--- src/rtl/cpu_pkg.sv ---
// Shared types and default widths for the CPU controller, datapath and memory responder.
package cpu_pkg;

  localparam int AWIDTH_DEF = 5;
  localparam int DWIDTH_DEF = 8;

  typedef enum logic [1:0] {
    IDLE,
    WAIT,
    RESP
  } state_t;

  typedef enum logic {
    OP_RD,
    OP_WR
  } op_t;

endpackage

--- src/rtl/mem_array.sv ---
// Single-port synchronous RAM: one write or one registered read per cycle.
module mem_array
  import cpu_pkg::*;
#(
  parameter int AWIDTH = AWIDTH_DEF,
  parameter int DWIDTH = DWIDTH_DEF
) (
  input  logic              clk,
  input  logic              rst,
  input  logic              en,
  input  logic              we,
  input  logic [AWIDTH-1:0] addr,
  input  logic [DWIDTH-1:0] wdata,
  output logic [DWIDTH-1:0] q
);

  localparam int DEPTH = 2 ** AWIDTH;

  logic [DWIDTH-1:0] mem [DEPTH];

  // Storage itself is never reset; only the read register is.
  always_ff @(posedge clk) begin
    if (en && we) begin
      mem[addr] <= wdata;
    end
  end

  always_ff @(posedge clk) begin
    if (rst) begin
      q <= '0;
    end else if (en && !we) begin
      q <= mem[addr];
    end
  end

endmodule

--- src/rtl/mem_responder.sv ---
// Memory-side responder: turns controller strobe edges into wait-stated reads and
// writes on the unified store, with completion pulses and a protocol-error flag.
module mem_responder
  import cpu_pkg::*;
#(
  parameter int AWIDTH      = AWIDTH_DEF,
  parameter int DWIDTH      = DWIDTH_DEF,
  parameter int WAIT_STATES = 1
) (
  input  logic              clk,
  input  logic              rst,
  input  logic              sel,
  input  logic              rd,
  input  logic              wr,
  input  logic              data_e,
  input  logic [AWIDTH-1:0] pc_addr,
  input  logic [AWIDTH-1:0] ir_addr,
  input  logic [DWIDTH-1:0] wdata,
  output logic [DWIDTH-1:0] rdata,
  output logic              data_valid,
  output logic              wr_ack,
  output logic              busy,
  output logic              err
);

  localparam logic [3:0] WAIT_LAST = (WAIT_STATES > 0) ? 4'(WAIT_STATES - 1) : 4'd0;

  state_t            state, state_next;
  logic [3:0]        cnt, cnt_next;
  logic              rd_q, wr_q;
  logic              req_rd, req_wr;
  op_t               op_lat, op_next;
  logic [AWIDTH-1:0] addr_lat, addr_next, addr_sel;
  logic [DWIDTH-1:0] wdata_lat, wdata_next;

  logic              mem_en, mem_we;
  logic [AWIDTH-1:0] mem_addr;
  logic [DWIDTH-1:0] mem_wdata;
  logic              dv_next, ack_next, err_next, busy_next;

  assign req_rd   = rd & ~rd_q;
  assign req_wr   = wr & ~wr_q;
  assign addr_sel = sel ? pc_addr : ir_addr;

  // The RAM is touched only on the edge that enters RESP, so the completion
  // pulse and the new rdata become visible in the same cycle.
  always_comb begin
    state_next = state;
    cnt_next   = cnt;
    op_next    = op_lat;
    addr_next  = addr_lat;
    wdata_next = wdata_lat;
    mem_en     = 1'b0;
    mem_we     = 1'b0;
    mem_addr   = addr_lat;
    mem_wdata  = wdata_lat;
    dv_next    = 1'b0;
    ack_next   = 1'b0;
    err_next   = 1'b0;

    unique case (state)
      IDLE: begin
        if (req_rd && req_wr) begin
          err_next = 1'b1;
        end else if (req_wr && !data_e) begin
          err_next = 1'b1;
        end else if (req_rd || req_wr) begin
          op_next    = req_wr ? OP_WR : OP_RD;
          addr_next  = addr_sel;
          wdata_next = wdata;
          cnt_next   = '0;
          if (WAIT_STATES == 0) begin
            state_next = RESP;
            mem_en     = 1'b1;
            mem_we     = req_wr;
            mem_addr   = addr_sel;
            mem_wdata  = wdata;
            dv_next    = req_rd;
            ack_next   = req_wr;
          end else begin
            state_next = WAIT;
          end
        end
      end
      WAIT: begin
        if (cnt == WAIT_LAST) begin
          state_next = RESP;
          mem_en     = 1'b1;
          mem_we     = (op_lat == OP_WR);
          dv_next    = (op_lat == OP_RD);
          ack_next   = (op_lat == OP_WR);
        end else begin
          cnt_next = cnt + 4'd1;
        end
      end
      RESP: begin
        state_next = IDLE;
      end
      default: begin
        state_next = IDLE;
      end
    endcase

    busy_next = (state_next != IDLE);
  end

  // Control state: reset aborts any transaction in flight.
  always_ff @(posedge clk) begin
    if (rst) begin
      state      <= IDLE;
      cnt        <= '0;
      rd_q       <= 1'b0;
      wr_q       <= 1'b0;
      data_valid <= 1'b0;
      wr_ack     <= 1'b0;
      busy       <= 1'b0;
      err        <= 1'b0;
    end else begin
      state      <= state_next;
      cnt        <= cnt_next;
      rd_q       <= rd;
      wr_q       <= wr;
      data_valid <= dv_next;
      wr_ack     <= ack_next;
      busy       <= busy_next;
      err        <= err_next;
    end
  end

  // Latched request fields carry no reset; they are rewritten on every accept.
  always_ff @(posedge clk) begin
    op_lat    <= op_next;
    addr_lat  <= addr_next;
    wdata_lat <= wdata_next;
  end

  mem_array #(
    .AWIDTH (AWIDTH),
    .DWIDTH (DWIDTH)
  ) u_mem (
    .clk   (clk),
    .rst   (rst),
    .en    (mem_en & ~rst),
    .we    (mem_we),
    .addr  (mem_addr),
    .wdata (mem_wdata),
    .q     (rdata)
  );

endmodule

--- config.mk ---
export PLATFORM = sky130hd
export DESIGN_NAME = mem_responder
export DESIGN_NICKNAME = d
export VERILOG_FILES = /design/src/rtl/cpu_pkg.sv /design/src/rtl/mem_array.sv /design/src/rtl/mem_responder.sv
export SDC_FILE = /design/constraint.sdc
export NUM_CORES = 1
export LEC_CHECK = 0
export CAP_MARGIN = 20
export CELL_PAD_IN_SITES_DETAIL_PLACEMENT = 1
export CELL_PAD_IN_SITES_GLOBAL_PLACEMENT = 2
export CORE_MARGIN = 8
export CORE_UTILIZATION = 50
export DETAILED_ROUTE_END_ITERATION = 8
export PLACE_DENSITY = 0.95
export SLEW_MARGIN = 15
export SYNTH_ARGS = -nofsm -noshare
export SYNTH_HDL_FRONTEND = slang
export SYNTH_SLANG_ARGS = --single-unit
--- constraint.sdc ---
create_clock -name clk -period 5.9 [get_ports clk]
set_input_delay 1.18 -clock clk [delete_from_list [all_inputs] [get_ports clk]]
set_output_delay 1.18 -clock clk [all_outputs]
set_load 0.05 [all_outputs]
==> results of run 1 <==
-- cells by family (layout without fill, tap and decap cells) --
logic type / Yosys count / in the layout / synth area share
xor+xnor: 1 / 1 / 0.0007641
flops: 290 / 290 / 0.7421
simple gates: 128 / 128 / 0.06395
mux: 112 / 112 / 0.1228
compound gates: 72 / 72 / 0.04595
buf+inv: 41 / 107 / 0.02226
fa+ha+maj: 2 / 2 / 0.002182
-- per-layer routing --
metal,up-vias,track usage
met1,3295,0.2695
met2,353,0.3566
met3,77,0.03597
met4,0,0.08269
met5,-,0
li1,2678,-
-- flip-flops by register name (all words and copies together), names as in the netlist --
register,flops
addr_lat,5
busy,1
cnt,4
data_valid,1
err,1
mem_wdata,8
op_lat,1
rd_q,1
state,2
u_mem.mem,256
u_mem.q,8
wr_ack,1
wr_q,1
-- worst max-delay path by stage --
stage | from | slack (ns) | end
floorplan | rst | 2.90 | u_mem.mem[4][0]
global placement | rst | 1.54 | u_mem.mem[7][4]
detailed placement | rst | 1.28 | u_mem.mem[6][0]
CTS | rst | 1.75 | u_mem.mem[6][6]
global route | rst | 1.68 | u_mem.mem[7][0]
finish | rst | 1.83 | u_mem.q[5]
-- layout make-up --
class	instances	share of cell area
multi-input cells	315	0.2076
well taps	285	0.02736
inverters	5	0.001440
clock inverters	21	0.01833
clock buffers	33	0.05682
flip-flops and latches	290	0.6527
repair buffers	48	0.03571
-- stage by stage --
step                      area [um2]  utilization  hold slack (ns)
after floorplan                11460            -           0.4732
after global placement         12030       0.5330           0.4968
after detailed placement       12030       0.5330           0.5186
after CTS                      13010       0.5764           0.5284
after global routing           13040       0.5775           0.5736
final                          13040       0.5775           0.5229
-- critical path, stage by stage --
cell             delay (ns)
clkdlybuf4s50_1        0.70
nor2_1                 0.42
and4b_1                0.73
o221ai_1               0.26
a2111oi_0              0.96
nor3_1                 0.18
-- layout by cell type (no fill, tap or decap), types with 5 or more instances in the layout --
cell	n
a2111oi_0	5
a2111oi_2	5
a21oi_1	7
a31oi_1	8
buf_4	10
bufinv_16	5
clkbuf_16	29
clkdlybuf4s50_1	35
clkinv_2	8
dfxtp_1	20
edfxtp_1	270
inv_1	5
mux2_2	9
mux2i_1	81
mux4_2	22
nand2_1	9
nand2b_1	5
nand3b_1	7
nor2_1	50
nor2b_1	9
nor3_1	7
o21bai_1	5
o22ai_1	25
or4_1	6
-- report_power, final --
group | internal (mW) | switching (mW) | total (mW) | leakage [nW]
Clock | 1.12 | 0.784 | 1.91 | 0.484
Sequential | 2.27 | 0.0195 | 2.29 | 2.59
Combinational | 0.104 | 0.185 | 0.289 | 1.26
==> impl_metrics.ini, run 1 <==
[status]
outcome = finished, final reports clean

[sta]
slew_headroom = 0.1968
worst_pin_slew_ns = 1.174
finalSetupViolCount = 0
fin_crit_sh = 0.6904
timing_hold_violations_final = 0
finalClockSkew_ns = 0.01286
worst_slack_ns = 1.827
tns_ns = 0
fmax_ghz = 0.2455
rsz0062_at_grt = false
period_needed_ns = 4.073
slew_violations = 0

[critical_path]
r2r-end = u_mem.q[5]
crit_type = input port to flop
r2r_cells = 6
start_kind = input port
rr_startpoint = addr_lat[0]
crit_path_max_fanout = 17
cp.required_ns = 6.26
endpoint_kind = flop
reg2reg_slack_ns = 2.47
crit_arrival_ns = 4.44

[die]
io-pin-count = 36
rows = 55
die_width_um = 167.4
fp.dieH_um = 167.4
initial_core_util = 0.5079
coreArea_um2 = 22570
dieArea_um2 = 28030

[layout]
nets = 715
multiInputGateArea_um2 = 2706
area_delta_synth_final_pct = 13.70
final_layout_size_suffix_gt1_frac = 0.1433
antenna_cells = 0
n_fill_cell = 1987
fin_cells = 997
layout.area.seq_um2 = 8508

[clock_tree]
htree_num_levels = 1
cts-resized-gates = 0
cts_root_buf = clkbuf_16
tritoncts = yes
clk_pin_slew_ns = 0.06
cts_buffer_depth = 3
clock_latency_ns = 0.55
cts_setup_buffers = 0
clock-sinks = 290
ctsHoldBuffers = 0
numCtsBuffers = 29

[synth]
avgSynthCellArea_um2 = 17.75
yosysMostFrequentCell = edfxtp_1
async_reset_ff_frac = 0
synthCells = 646
synth_cell_type_count = 53
ys_ff_latch = 290
synthesis.area_um2 = 11460
synth.top_cells.by_count = edfxtp_1, mux2i_1, nor2_1
synth_area_leaders = edfxtp_1, mux2i_1, mux4_2, dfxtp_1, nor2_1
yosys.area.top_type = edfxtp_1
synth_nets = 672
yosysWarningCount = 0
synth_seq_area_share = 0.7421
yosysTopAreaCellShare = 0.7072
synth-main-ff-cell = edfxtp_1
synth_edf_count = 270

[power]
cellPowerDensity_nw_per_um2 = 344.2
peakVddDrop_mv = 0.1795
fin_total_pwr_mw = 4.486
leakage_nw = 4.341

[detailed_routing]
met2_length_mm = 14.76
drtAntennaViolNets = 0
drt_iter0_drc = 667
wl_mm = 29.58
vias = 6403
vias_per_cell = 6.422
firstDrtPassIters = 5
top_layer = met4
wl_met1_mm = 11.59
route.detailed.drc = 0
wl_per_cell_um = 29.66
met3_length_mm = 2.176

[min_path]
holdPathEnd = u_mem.q[2]
hp-start = u_mem.q[2]
hold_class = flop to flop
hold_depth = 2

[grt]
grt_max_degree = 115
antenna_found_initial = 0
grt_pass1_wl_mm = 44.78
grt_overflow = 0
grt_pass1_vias = 6821
grt_usage = 0.2113

[placed_design]
pre_cts_slack_ns = 1.279
port_buffers = 35
placedCellCount = 941
gp_congestion = 0.8132
hpwl_mm = 18.67

[run]
drv_cap = 0
(Power assumes the default switching activity.)
==> run 2, diff against run 1 <==
--- a/config.mk
+++ b/config.mk
@@ -9,9 +9,9 @@
 export CELL_PAD_IN_SITES_DETAIL_PLACEMENT = 1
 export CELL_PAD_IN_SITES_GLOBAL_PLACEMENT = 2
 export CORE_MARGIN = 8
-export CORE_UTILIZATION = 50
+export CORE_UTILIZATION = 42
 export DETAILED_ROUTE_END_ITERATION = 8
-export PLACE_DENSITY = 0.95
+export PLACE_DENSITY = 0.86
 export SLEW_MARGIN = 15
 export SYNTH_ARGS = -nofsm -noshare
 export SYNTH_HDL_FRONTEND = slang
==> constraint.sdc (replaced) <==
create_clock -name clk -period 3.3 [get_ports clk]
set_input_delay 0.66 -clock clk [delete_from_list [all_inputs] [get_ports clk]]
set_output_delay 0.66 -clock clk [all_outputs]
set_load 0.05 [all_outputs]
==> run 2 against run 1 <==
Utilization fell by 7.9 points. Routed wire length shrank 4.1%. Sequential power rose by 79%. Cell area increased by 2.7%. Combinational power up 79%. Setup slack worse by 1.7 ns. Critical path depth is 1 higher. First-iteration DRC count down 17%.
==> impl_metrics.ini, run 2 (synthesized netlist as in run 1, its figures left out) <==
[status]
outcome = finished, final reports clean

[detailed_routing]
drtAntennaViolNets = 0
vias_per_cell = 5.744
drt_iter0_drc = 553
vias = 6272
wl_per_cell_um = 25.97
route.detailed.drc = 0
firstDrtPassIters = 5
wl_mm = 28.36

[layout]
n_fill_cell = 2511
final_cell_mix = edfxtp_1, mux2i_1, nor2_1, buf_4, clkdlybuf4s50_1
antenna_cells = 0
nets = 755
area_delta_synth_final_pct = 16.76
largest_register_ffs = 256
final_layout_size_suffix_gt1_frac = 0.1824
final_common_cell = edfxtp_1
top_register = u_mem.mem

[placed_design]
pre_cts_slack_ns = 0.1114
hpwl_mm = 18.38
gp_congestion = 0.9058
port_buffers = 35

[clock_tree]
cts_buffer_depth = 3
cts_setup_buffers = 0
clock_latency_ns = 0.54
tritoncts = yes
numCtsBuffers = 29
cts_root_buf = clkbuf_16
clock-sinks = 290
clk_pin_slew_ns = 0.06
htree_num_levels = 1
ctsHoldBuffers = 0
cts-resized-gates = 0

[power]
leakage_nw = 4.539
fin_total_pwr_mw = 7.807
cellPowerDensity_nw_per_um2 = 583.2
peakVddDrop_mv = 0.3524

[critical_path]
crit_path_max_fanout = 67
start_kind = flop
cp.required_ns = 3.72
crit_arrival_ns = 3.55
endpoint_kind = flop
crit_top_cell = mux2i_1
crit_chain = buf_12, mux4_2, mux2i_1, mux2i_1, a2111oi_0, buf_4, nor3_1
crit_type = flop to flop
critical_path.max_stage_delay_ns = 0.92
critPathSlowestCell = a2111oi_0

[grt]
use_met2 = 0.2784
grt_usage = 0.1693
grt_max_degree = 68
grt_pass1_vias = 6625
antenna_found_initial = 1
grt_overflow = 0
use_met3 = 0.04253
grt_pass1_wl_mm = 41.94
grtUsageMet1 = 0.2124
busiest_layer = met2

[sta]
slew_violations = 0
fin_crit_sh = 0.9470
worst_slack_ns = 0.1749
rsz0062_at_grt = false
slew_headroom = 0.3133
finalSetupViolCount = 0
tns_ns = 0
fmax_ghz = 0.3200
timing_hold_violations_final = 0
worst_pin_slew_ns = 1.004
period_needed_ns = 3.125
finalClockSkew_ns = 0.01413

[die]
die_width_um = 181.2
rows = 60
initial_core_util = 0.4266
io-pin-count = 36
fp.dieH_um = 181.2
dieArea_um2 = 32840
coreArea_um2 = 26880

[run]
drv_cap = 0

[min_path]
hold_class = flop to flop
## run 2: power by group
| part | internal [mW] | total, mW | leakage (nW) | switching [mW] |
|---|---|---|---|---|
| combinational | 0.201 | 0.518 | 1.49 | 0.317 |
| sequential | 4.06 | 4.10 | 2.59 | 0.0429 |
| clock | 1.85 | 3.19 | 0.453 | 1.34 |
| total | 6.11 | 7.81 | 4.54 | 1.70 |
## run 2: per-stage QoR
step	instance area (um2)	hold slack (ns)	std cells	utilization
after floorplan	11460	0.4732	646	-
after global placement	12410	0.4895	1036	0.4616
after detailed placement	12410	0.4972	1036	0.4616
after CTS	13330	0.5055	1089	0.4960
after global routing	13390	0.5292	1092	0.4981
final	13390	0.4982	1092	0.4981
## run 2: path summary, 6_finish.rpt
check               from          to  slack [ns]  cells after the start
max          addr_lat[0]  u_mem.q[5]        0.17                      7
min           u_mem.q[5]  u_mem.q[5]        0.50                      2
max reg2reg  addr_lat[0]  u_mem.q[5]        0.17                      7
min reg2reg   u_mem.q[5]  u_mem.q[5]        0.50                      2
## run 2: final cells by class
class / count / area, um2 / area share
sequential: 290 / 8508 / 0.6356
multi-input combinational: 315 / 2701 / 0.2018
timing repair buffer: 88 / 808.3 / 0.06038
clock buffer: 33 / 740.7 / 0.05533
tap: 341 / 426.7 / 0.03187
clock inverter: 20 / 182.7 / 0.01365
inverter: 5 / 18.77 / 0.001402
## run 2: layer usage
layer | wire [um] | vias to the layer above
li1 | - | 2759
met1 | 11720 | 3192
met2 | 13520 | 258
met3 | 2112 | 63
met4 | 1009 | 0
met5 | 0 | -
## run 2: critical path, delay by kind of cell (launching register included)
family	cells	cell delay, ns
buffers and inverters	2	0.62
multiplexers	3	0.87
AO/OA/AOI/OAI	1	0.92
flip-flops	1	0.46
AND/OR/NAND/NOR	1	0.04
